<file path="src/rtl/mult_datapath.sv">
// mult_datapath: shift-and-add multiplier datapath (accumulator, multiplicand
// register and shift counter) steered by an external controller through the
// Load / Ad / Sh strobes.
// Build option: define MULT_DP_PROD_REG_EN to capture Product into a register
// on Done; otherwise Product is the low 2N accumulator bits, combinationally.
module mult_datapath #(
    parameter int N = 4
) (
    input  logic           Clk,
    input  logic           Rst_n,
    input  logic           Load,
    input  logic           Ad,
    input  logic           Sh,
    input  logic           Done,
    input  logic [N-1:0]   Mcand,
    input  logic [N-1:0]   Mplier,
    output logic           M,
    output logic           K,
    output logic [2*N-1:0] Product
);

    localparam int CW = (N > 1) ? $clog2(N) : 1;
    localparam logic [CW-1:0] CNT_LAST = CW'(N - 1);

    logic [2*N:0]  acc_q, acc_d;
    logic [N-1:0]  mc_q, mc_d;
    logic [CW-1:0] cnt_q, cnt_d;

    logic [N:0]    sum_s;
    logic [2*N:0]  added_s;
    logic [CW-1:0] cnt_inc_s;

    // Upper-half add (N+1 bits so the carry lands in ACC[2N]) and wrapping count.
    always_comb begin
        sum_s     = {1'b0, acc_q[2*N-1:N]} + {1'b0, mc_q};
        added_s   = {sum_s, acc_q[N-1:0]};
        if (cnt_q == CNT_LAST) begin
            cnt_inc_s = {CW{1'b0}};
        end else begin
            cnt_inc_s = cnt_q + CW'(1);
        end
    end

    // Next-state selection: Load wins; Ad+Sh together is add-then-shift in one edge.
    always_comb begin
        acc_d = acc_q;
        mc_d  = mc_q;
        cnt_d = cnt_q;
        if (Load) begin
            acc_d = {{(N+1){1'b0}}, Mplier};
            mc_d  = Mcand;
            cnt_d = {CW{1'b0}};
        end else if (Ad && Sh) begin
            acc_d = {1'b0, added_s[2*N:1]};
            cnt_d = cnt_inc_s;
        end else if (Ad) begin
            acc_d = added_s;
        end else if (Sh) begin
            acc_d = {1'b0, acc_q[2*N:1]};
            cnt_d = cnt_inc_s;
        end else begin
            acc_d = acc_q;
        end
    end

    // Datapath state registers with asynchronous clear.
    always_ff @(posedge Clk or negedge Rst_n) begin
        if (!Rst_n) begin
            acc_q <= {(2*N+1){1'b0}};
            mc_q  <= {N{1'b0}};
            cnt_q <= {CW{1'b0}};
        end else begin
            acc_q <= acc_d;
            mc_q  <= mc_d;
            cnt_q <= cnt_d;
        end
    end

    // Controller feedback: current multiplier bit and last-shift flag.
    always_comb begin
        M = acc_q[0];
        K = (cnt_q == CNT_LAST);
    end

`ifdef MULT_DP_PROD_REG_EN
    logic [2*N-1:0] prod_q, prod_d;

    // Product capture on the completion cycle; Load does not disturb it.
    always_comb begin
        if (Done) begin
            prod_d = acc_q[2*N-1:0];
        end else begin
            prod_d = prod_q;
        end
    end

    // Product register with asynchronous clear.
    always_ff @(posedge Clk or negedge Rst_n) begin
        if (!Rst_n) begin
            prod_q <= {(2*N){1'b0}};
        end else begin
            prod_q <= prod_d;
        end
    end

    assign Product = prod_q;
`else
    // Done only matters for the registered product build.
    logic unused_done_s;
    assign unused_done_s = Done;
    assign Product       = acc_q[2*N-1:0];
`endif

endmodule

</file>
<file path="config.mk">
export PLATFORM = sky130hd
export DESIGN_NAME = mult_datapath
export DESIGN_NICKNAME = d
export VERILOG_FILES = /design/src/rtl/mult_datapath.sv
export SDC_FILE = /design/constraint.sdc
export NUM_CORES = 1
export LEC_CHECK = 0
export ABC_AREA = 1
export CORE_MARGIN = 3
export CORE_UTILIZATION = 47
export DETAILED_ROUTE_END_ITERATION = 8
export PLACE_DENSITY = 0.88
export SLEW_MARGIN = 20
export SYNTH_ARGS = -nofsm -noshare
export SYNTH_HDL_FRONTEND = slang
export SYNTH_SLANG_ARGS = --single-unit
</file>
<file path="constraint.sdc">
create_clock -name Clk -period 1.8 [get_ports Clk]
set_input_delay 0.36 -clock Clk [delete_from_list [all_inputs] [get_ports Clk]]
set_output_delay 0.36 -clock Clk [all_outputs]
set_load 0.03 [all_outputs]
</file>
* Word-level counts from Yosys, hierarchy flattened *
Cells that the tools add are included.

operators by class
  add/subtract/negate cells = 2
  $mul = 0
  div/mod/pow operators = 0
  order comparisons = 0
  equality and inequality tests = 2
  shift operators = 0
  mux-type cells = 9
  bitwise logic cells = 0
  reductions and logical operators = 4

operator list
  operator               number
  $mux W9                4
  $mux W2                5
  $add A4 B4 Y5          1
  $reduce_bool A4 Y1     1
  $ne A3 B2 Y1 const B   1
  $reduce_bool A3 Y1     1
  $add A2 B1 Y2 const B  1
  $eq A2 B2 Y1 const B   1
  $reduce_and A2 Y1      1
  $logic_and A1 B1 Y1    1

storage, ports and cells
  bits in registers = 15
  bits in latches = 0
  memory bits (writable) = 0
  bits in read-only memories = 0
  memories kept = 0

* Depth between registers and ports, before layout *
  depth in word-level cells = 6
  depth in mapped cells = 9
  mapped depth without buffers = 9

* Worst setup path before layout *
No wires, ideal clock.

  path kind = register to register
  start = register acc_q[4]
  end = register acc_q[6]
  arrival = 1.394 ns
  data required time = 1.684 ns
  path slack = 0.289 ns
  stages on the path, launching flop included = 9
  path through = dfrtp_1 -> ha_1 -> fa_1 -> xnor2_1 -> nand2_1 -> nand2_1 -> inv_1 -> nand2_1 -> nand2_1

between the ends
  cells in the longest elaborated chain, start to end = 4

RTL lines
  what                    RTL line  RTL
  start, declared         25        logic [2*N:0] acc_q, acc_d;
  start signal, assigned  69        acc_q <= {(2*N+1){1'b0}};
  $add A4 B4 Y5 *         35        sum_s = {1'b0, acc_q[2*N-1:N]} + {1'b0, mc_q};
  $mux W9                 56        end else if (Ad) begin
  $mux W9 *               53        end else if (Ad && Sh) begin
  $mux W9 *               49        if (Load) begin

Mark *: on every way between the ends. The rest lies on a longest branch, timed or not. The select of a mux whose other input is x is not followed.
A chain may end at the register's enable or synchronous reset.

* Worst setup path after layout *
  start = register acc_q[7]
  end = output Product[7]

RTL lines
  what           RTL line  RTL
  end, declared  19        output logic [2*N-1:0] Product

No word-level cell between the ends.

==> impl_metrics.tcl <==
set metrics [dict create \
    status "finished, final reports clean" \
    syn_area_per_cell_sq_um 7.90 \
    period_share 0.974 \
    wl_um 1990 \
    synth_area_sq_um 940 \
    comb_power_share 0.324 \
    diodes 0 \
    p_leak_nw 0.623 \
    synth_compound_area_frac 0.0826 \
    cp-start-kind "flip-flop" \
    fillers 162 \
    fin_worst_skew_ns 0.00491 \
    critPathArrivalTime_ns 1.39 \
    vdd.ir_drop.worst_uv 532 \
    crit_path_top_delay_cell "clkdlybuf4s50_1" \
    clockPowerShare 0.220 \
    synthAdderAreaFrac 0.0879 \
    drive_above_1_share 0.108 \
    tightest_slew_ns 0.317 \
    via_count 831 \
    nets 160 \
    core_area_sq_mm 0.00180 \
    ys_types 22 \
    clk_latency_ns 0.29 \
    numCtsBuffers 3 \
    cp_cell_sequence "clkdlybuf4s50_1" \
    hold_class "primary input to async pin" \
    root_buffer "clkbuf_4" \
    viasPerCell 5.07 \
    r2r_slack_ns 0.16 \
    hold_viol 0 \
    tns_ns 0 \
    maxCapViolCount 0 \
    setup_violations 0 \
    syn_nets 139 \
    final_max_slew_viol_count 0 \
    firstDrtPassIters 4 \
    clk_pin_slew_ns 0.09 \
    grt_use_total 0.173 \
    grt_antenna_before_repair 0 \
    io_pins 24 \
    drc_errors 0 \
    cts.sinks 15 \
    yosys_warnings 0 \
    synth_edf_count 0 \
    required_ns 1.44 \
    grt_pass1_wl_um 3340 \
    clock_path_buffers 2 \
    final_cell_mix "43 x nand2_1, 19 x clkdlybuf4s50_1, 15 x dfrtp_1" \
    grt_start_max_net_pins 16 \
    slew_headroom 0.788 \
    io_buffers 22 \
    total_power_uw 878 \
    fmax_mhz 570 \
    ys_seq_area_frac 0.399 \
    async_flop_share 1.00 \
    start_util 0.522 \
    yosys.area_share.xor_xnor 0.0186 \
    path_class "flip-flop to primary output" \
    critPathMaxStageDelay_ns 0.69 \
    crit_fanout 4 \
    p_sw_uw 297 \
    cts_hold_buffers 0 \
    netlist_instances 119 \
    power_frac_seq 0.457 \
    dp_hpwl_um 1540 \
    cp_num_buf_inv 1 \
    syn_to_final_growth_pct 24.0 \
    dp_slack_ns 0.157 \
    die_h_um 50.7 \
    power.density_mw_per_mm2 753 \
    rows 15 \
    final_util 0.647 \
    grt_pass1_vias 789 \
    die_area_sq_mm 0.00257 \
    grt_overflow 0 \
    swShare 0.339 \
    synth_top_family_by_area "simple AND/OR/NAND/NOR gates" \
    dieWidth_um 50.7 \
    crit_path_end_kind "primary output" \
    worst-r2r-cell-count 8 \
    synthMuxAreaShare 0 \
    rsz0062_at_grt "false" \
    setup_slack_ns 0.0460 \
    p_int_uw 580 \
    place.gp.congestion 0.836 \
    synth_simple_gate_area_frac 0.272 \
    ant_nets 0 \
    drtIter0Drc 32 \
    crit_family "buffers and inverters" \
    dominantRegCellSynth "dfrtp_1" \
    wl_per_cell_um 12.1 \
    r2r-start "acc_q[4]" \
    cts_tree "done" \
    rr_endpoint "acc_q[6]" \
    synth-seq-cells 15 \
    final_common_cell "nand2_1" \
    cts.htree.levels 1 \
    fin_crit_ns 1.75 \
]
power groups by stage:
stage                     Combinational (mW)  Sequential (mW)  Clock (mW)
after floorplan                        0.202            0.404           0
after CTS                              0.286            0.401       0.196
after global placement                 0.276            0.406           0
after detailed placement               0.286            0.408           0
after global routing                   0.312            0.406       0.213
final                                  0.284            0.401       0.193
synthesized netlist by cell type (2+ instances only):
library cell | number | area share
a21oi_1 | 6 | 0.032
buf_4 | 8 | 0.064
buf_6 | 2 | 0.024
dfrtp_1 | 15 | 0.40
ha_1 | 5 | 0.067
inv_1 | 8 | 0.032
inv_2 | 5 | 0.020
nand2_1 | 43 | 0.17
nand3_1 | 10 | 0.053
nor2_1 | 4 | 0.016
xnor2_1 | 2 | 0.019
worst max path at each step:
stage | from | to | slack (ns) | cells past startpoint
2_1_floorplan | acc_q[4] | acc_q[6] | 0.29 | 8
4_1_cts | acc_q[6] | Product[6] | 0.03 | 1
3_5_place_dp | Load | acc_q[4] | 0.16 | 7
3_3_place_gp | acc_q[4] | acc_q[6] | 0.18 | 8
6_report | acc_q[7] | Product[7] | 0.05 | 1
5_1_grt | acc_q[4] | Product[4] | 0.004 | 1
per-stage QoR:
step | hold slack [ns] | area (sq um) | instances
floorplan | 0.0644 | 940 | 119
global placement | 0.464 | 1140 | 160
detailed placement | 0.468 | 1140 | 160
CTS | 0.395 | 1160 | 164
global route | 0.397 | 1160 | 164
finish | 0.380 | 1160 | 164
registers in the layout (all words and copies together), names as in the netlist:
register,cells
cnt_q,2
mc_q,4
acc_q,9
timing repair:
item,in CTS,in global routing
setup buffers,0,0
gates resized for setup,2,1
setup endpoints to repair,2,1
kinds of logic after synthesis:
logic type	count (synthesis)
and+or+nand+nor	60
buffers and inverters	23
DFF	15
AOI/OAI and AO/OA	13
adders and majority gates	6
xor gates and xnor gates	2
per-layer routing:
layer  part of all wire  GRT usage  vias up
li1                   -          -      411
met1               0.41      0.201      386
met2               0.51      0.307       29
met3              0.073     0.0445        5
met4              0.014     0.0538        0
met5                  0          0        -
cell type report:
| cell class | instances | area (sq um) | area share |
|---|---|---|---|
| clock buffers | 4 | 26.3 | 0.0226 |
| inverters | 13 | 48.8 | 0.0419 |
| multi-input cells | 81 | 433 | 0.372 |
| flip-flops and latches | 15 | 375 | 0.322 |
| well taps | 25 | 31.3 | 0.0269 |
| repair buffers | 26 | 250 | 0.215 |
Power figures use the tool's default switching activity.
==> RTL change 1, RTL diff (config.mk and constraints unchanged) <==
Change the parameter `N` from 4 to 8.
--- a/src/rtl/mult_datapath.sv
+++ b/src/rtl/mult_datapath.sv
@@ -5,5 +5,5 @@
 // on Done; otherwise Product is the low 2N accumulator bits, combinationally.
 module mult_datapath #(
-    parameter int N = 4
+    parameter int N = 8
 ) (
     input  logic           Clk,
Interface: changed (resized Mcand, Mplier and Product); port bits go from 24 to 40. The function was not compared with the original's and may differ.
==> RTL change 1 against the original RTL <==
Routed wire length rose by 91%. Sequential power up 92%. Power increased by 97%. Synthesized area grew 94%. Cell area up 90%. Global-route usage up 0.83 points. Worst setup slack improved by 0.0042 ns. First-iteration DRC count grew 130%. Sequential cell count is 13 higher. Critical endpoint is now Product[9].
==> RTL change 1: results (changes against the original RTL) <==
cells_and_area:
  reg.largest.list: "acc_q: 17 flops, mc_q: 8 flops, cnt_q: 3 flops"  # was acc_q: 9 flops, mc_q: 4 flops, cnt_q: 2 flops
  multi_input_area_um2: 857  # was 433 um2
  nNonClkBuffers: 46  # was 26
  multi_input_gates: 169  # was 81
  sh_seq_area: 0.316  # was 0.322
  fin_util: 0.601  # was 0.647
  buffer_area_frac: 0.198  # was 0.215
  clock_area_frac: 0.0186  # was 0.0226
  nClkBuffers: 3  # was 4
  final.fill_count: 327  # was 162
clocking:
  insertion_delay_ns: 0.27  # was 0.29 ns
  cts_sinks: 28  # was 15
  cts-root-buf: "clkbuf_8"  # was clkbuf_4
power:
  power_frac_seq: 0.444  # was 0.457
  powerClk_uw: 337  # was 193 uW
  fin_total_pwr_mw: 1.73  # was 878 uW
route:
  vias: 1628  # was 831
synth:
  synthTopCellsByCount: "89 x nand2_1, 28 x dfrtp_1, 27 x nand3_1"  # was 43 x nand2_1, 15 x dfrtp_1, 10 x nand3_1
  ys_types: 27  # was 22
  syn-num-nets: 283  # was 139
  synth_compound_area_frac: 0.0686  # was 0.0826
global_routing:
  grt_usage: 0.181  # was 0.173
critical_path:
  endpoint: "Product[9]"  # was Product[7]
  reg2reg_depth: 11  # was 8
outcome:
  status: "finished, final reports clean"  # unchanged
timing:
  max_slew_margin: 0.752  # was 0.788
  clock_skew_ns: 0.00532  # was 0.00491 ns
placed_design:
  hpwlAfterDp_um: 3010  # was 1540 um
[RTL change 1: cell types whose count changed in the layout (fill, tap and decap cells not counted), sizes merged, moves of 2 or more]
cell	before	now
nand3	10	27
dlygate4sd2	2	0
inv	13	32
xnor2	2	0
nand2	45	92
o21ai	2	5
ha	5	10
dfrtp	15	28
nand4	0	2
clkdlybuf4s50	19	34
nor2	5	15
buf	4	9
[RTL change 1: per-stage QoR]
stage | hold WS (ns) | std cells
after global placement | 0.465 | 322
after floorplan | 0.0644 | 250
after CTS | 0.472 | 325
after detailed placement | 0.478 | 322
final | 0.464 | 326
after global routing | 0.485 | 326
[RTL change 1: layer usage]
layer / global-route usage / part of all wire / vias to the layer above
met5: 0 / 0 / -
met4: 0.0620 / 0.0029 / 0
met3: 0.0296 / 0.047 / 2
met2: 0.302 / 0.49 / 46
met1: 0.236 / 0.46 / 749
li1: - / - / 831
==> RTL change 2, RTL diff (config.mk and constraints unchanged) <==
Without the edit above. Register the inputs `Ad`, `Sh`, `Mcand` and `Mplier` before use, cleared by the reset. The logic sees them one clock later. The other inputs are not delayed to match.
--- a/src/rtl/mult_datapath.sv
+++ b/src/rtl/mult_datapath.sv
@@ -22,4 +22,23 @@
     localparam int CW = (N > 1) ? $clog2(N) : 1;
     localparam logic [CW-1:0] CNT_LAST = CW'(N - 1);
+
+    logic Ad_q;
+    logic Sh_q;
+    logic [N-1:0] Mcand_q;
+    logic [N-1:0] Mplier_q;
+
+    always_ff @(posedge Clk or negedge Rst_n) begin
+        if (!Rst_n) begin
+            Ad_q     <= '0;
+            Sh_q     <= '0;
+            Mcand_q  <= '0;
+            Mplier_q <= '0;
+        end else begin
+            Ad_q     <= Ad;
+            Sh_q     <= Sh;
+            Mcand_q  <= Mcand;
+            Mplier_q <= Mplier;
+        end
+    end
 
     logic [2*N:0]  acc_q, acc_d;
@@ -48,13 +67,13 @@
         cnt_d = cnt_q;
         if (Load) begin
-            acc_d = {{(N+1){1'b0}}, Mplier};
-            mc_d  = Mcand;
+            acc_d = {{(N+1){1'b0}}, Mplier_q};
+            mc_d  = Mcand_q;
             cnt_d = {CW{1'b0}};
-        end else if (Ad && Sh) begin
+        end else if (Ad_q && Sh_q) begin
             acc_d = {1'b0, added_s[2*N:1]};
             cnt_d = cnt_inc_s;
-        end else if (Ad) begin
+        end else if (Ad_q) begin
             acc_d = added_s;
-        end else if (Sh) begin
+        end else if (Sh_q) begin
             acc_d = {1'b0, acc_q[2*N:1]};
             cnt_d = cnt_inc_s;
Function: changed (a bounded check fails within 4 cycles, from zero or initial values and one cycle with Rst_n low).
==> RTL change 2 against the original RTL <==
Register-to-register slack worse by 0.03 ns. Fmax increased by 3.1%. Clock skew is 0.0012 ns higher. Combinational power shrank 9.9%. Cell area grew 22%. Non-clock buffer count decreased by 2. Synthesized area grew 27%. Global-route usage is 2.5 points lower. Largest cell class is now sequential cells. Critical path depth up 1. Power up 33%. Sequential cell count increased by 10. Routed wire length rose by 5.2%. Worst setup slack better by 0.053 ns.
==> RTL change 2: results (changes against the original RTL) <==
synth:
  synth_compound_area_frac: 0.0681  # was 0.0826
  synth.avg_cell_area_um2: 9.19  # was 7.90 um2
  seq_area_frac_synth: 0.524  # was 0.399
  synth_xor_area_frac: 0.00733  # was 0.0186
  synthTopCellsByCount: "39 x nand2_1, 25 x dfrtp_1, 12 x nand3_1"  # was 43 x nand2_1, 15 x dfrtp_1, 10 x nand3_1
  netlist_top_cells_area: "dfrtp_1 52%, nand2_1 12%, buf_4 5.7%"  # was dfrtp_1 40%, nand2_1 17%, ha_1 6.7%
  yosys.area_share.adder: 0.0691  # was 0.0879
timing:
  clock_skew_ns: 0.00613  # was 0.00491 ns
  finalCritPeriodShare: 0.945  # was 0.974
  max_slew_margin: 0.732  # was 0.788
  whs_ns: 0.353  # was 0.380 ns
clocking:
  clk_pin_slew_ns: 0.14  # was 0.09 ns
  cts-root-buf: "clkbuf_4"  # unchanged
  insertion_delay_ns: 0.34  # was 0.29 ns
  cts_sinks: 25  # was 15
  cts.path.max_buffers: 2  # unchanged
  numCtsBuffers: 3  # unchanged
die:
  dieArea_um2: 3180  # was 2570 um2
global_routing:
  gr-usage-met1: 0.178  # was 0.201
  grt_usage: 0.148  # was 0.173
  grt_max_degree: 26  # was 16
  grtUsageMet2: 0.236  # was 0.307
  use_met3: 0.0483  # was 0.0445
  grt_pass1_vias: 812  # was 789
cells_and_area:
  clock_area_frac: 0.0220  # was 0.0226
  multi_input_area_share: 0.314  # was 0.372
  nClkBuffers: 3  # was 4
  layout-drive-gt1-share: 0.115  # was 0.108
  multi_input_gates: 82  # was 81
  final.fill_count: 204  # was 162
  nNetsFinal: 169  # was 160
  buffer_area_frac: 0.164  # was 0.215
  fin_util: 0.614  # was 0.647
  sh_seq_area: 0.439  # was 0.322
  nNonClkBuffers: 24  # was 26
critical_path:
  cp_data_arrival_time_ns: 1.34  # was 1.39 ns
  r2r_slack_ns: 0.13  # was 0.16 ns
  path_max_fanout: 3  # was 4
  startpoint: "cnt_q[0]"  # was acc_q[7]
  crit_family: "flip-flops"  # was buffers and inverters
  cp_slowest_cell: "dfrtp_1"  # was clkdlybuf4s50_1
  reg2reg_depth: 8  # unchanged
  cp_slowest_stage_delay_ns: 0.43  # was 0.69 ns
placed_design:
  dp_slack_ns: 0.124  # was 0.157 ns
  gp_congestion: 0.842  # was 0.836
  dpl.cell_count: 172  # was 160
  place_area_um2: 1390  # was 1140 um2
  hpwlAfterDp_um: 1610  # was 1540 um
outcome:
  status: "finished, final reports clean"  # unchanged
power:
  switching_share: 0.312  # was 0.339
  p_leak_nw: 0.770  # was 0.623 nW
  ir_worst_vdd_uv: 596  # was 532 uV
route:
  vias: 881  # was 831
  totalWireLength_um: 2100  # was 1990 um
  first_pass_iters: 4  # unchanged
  first_iter_violations: 19  # was 32
  wl_met2_um: 1020  # was 1010 um
  wl_met3_um: 132  # was 146 um
  wl_met1_um: 890  # was 811 um
  vias_per_cell: 5.01  # was 5.07
RTL change 2: cell count changes after synthesis, sizes merged, moves of 2 or more:
cell,before,now
dfrtp,15,25
nor2,5,11
nand2,45,40
nand3,10,12
RTL change 2: what timing repair did:
action | 4_1_cts | 5_1_grt
pin swaps | 0 | 0
resized for setup | 7 | 4
endpoints found under the hold margin | 0 | 0
setup buffers | 0 | 0
setup endpoints to repair | 7 | 4
RTL change 2: power groups by stage:
stage          clock network, mW  logic (mW)  registers [mW]
2_1_floorplan                  0       0.184           0.643
3_3_place_gp                   0       0.248           0.648
3_5_place_dp                   0       0.261           0.651
4_1_cts                    0.280       0.252           0.639
5_1_grt                    0.314       0.282           0.645
6_report                   0.272       0.256           0.638
RTL change 2: worst max-delay path by stage:
stage          endpoint  depth (start not counted)
2_1_floorplan  acc_q[6]                          8
3_3_place_gp   acc_q[3]                          6
3_5_place_dp   acc_q[6]                          8
4_1_cts               M                          1
5_1_grt               K                          2
6_report              K                          2
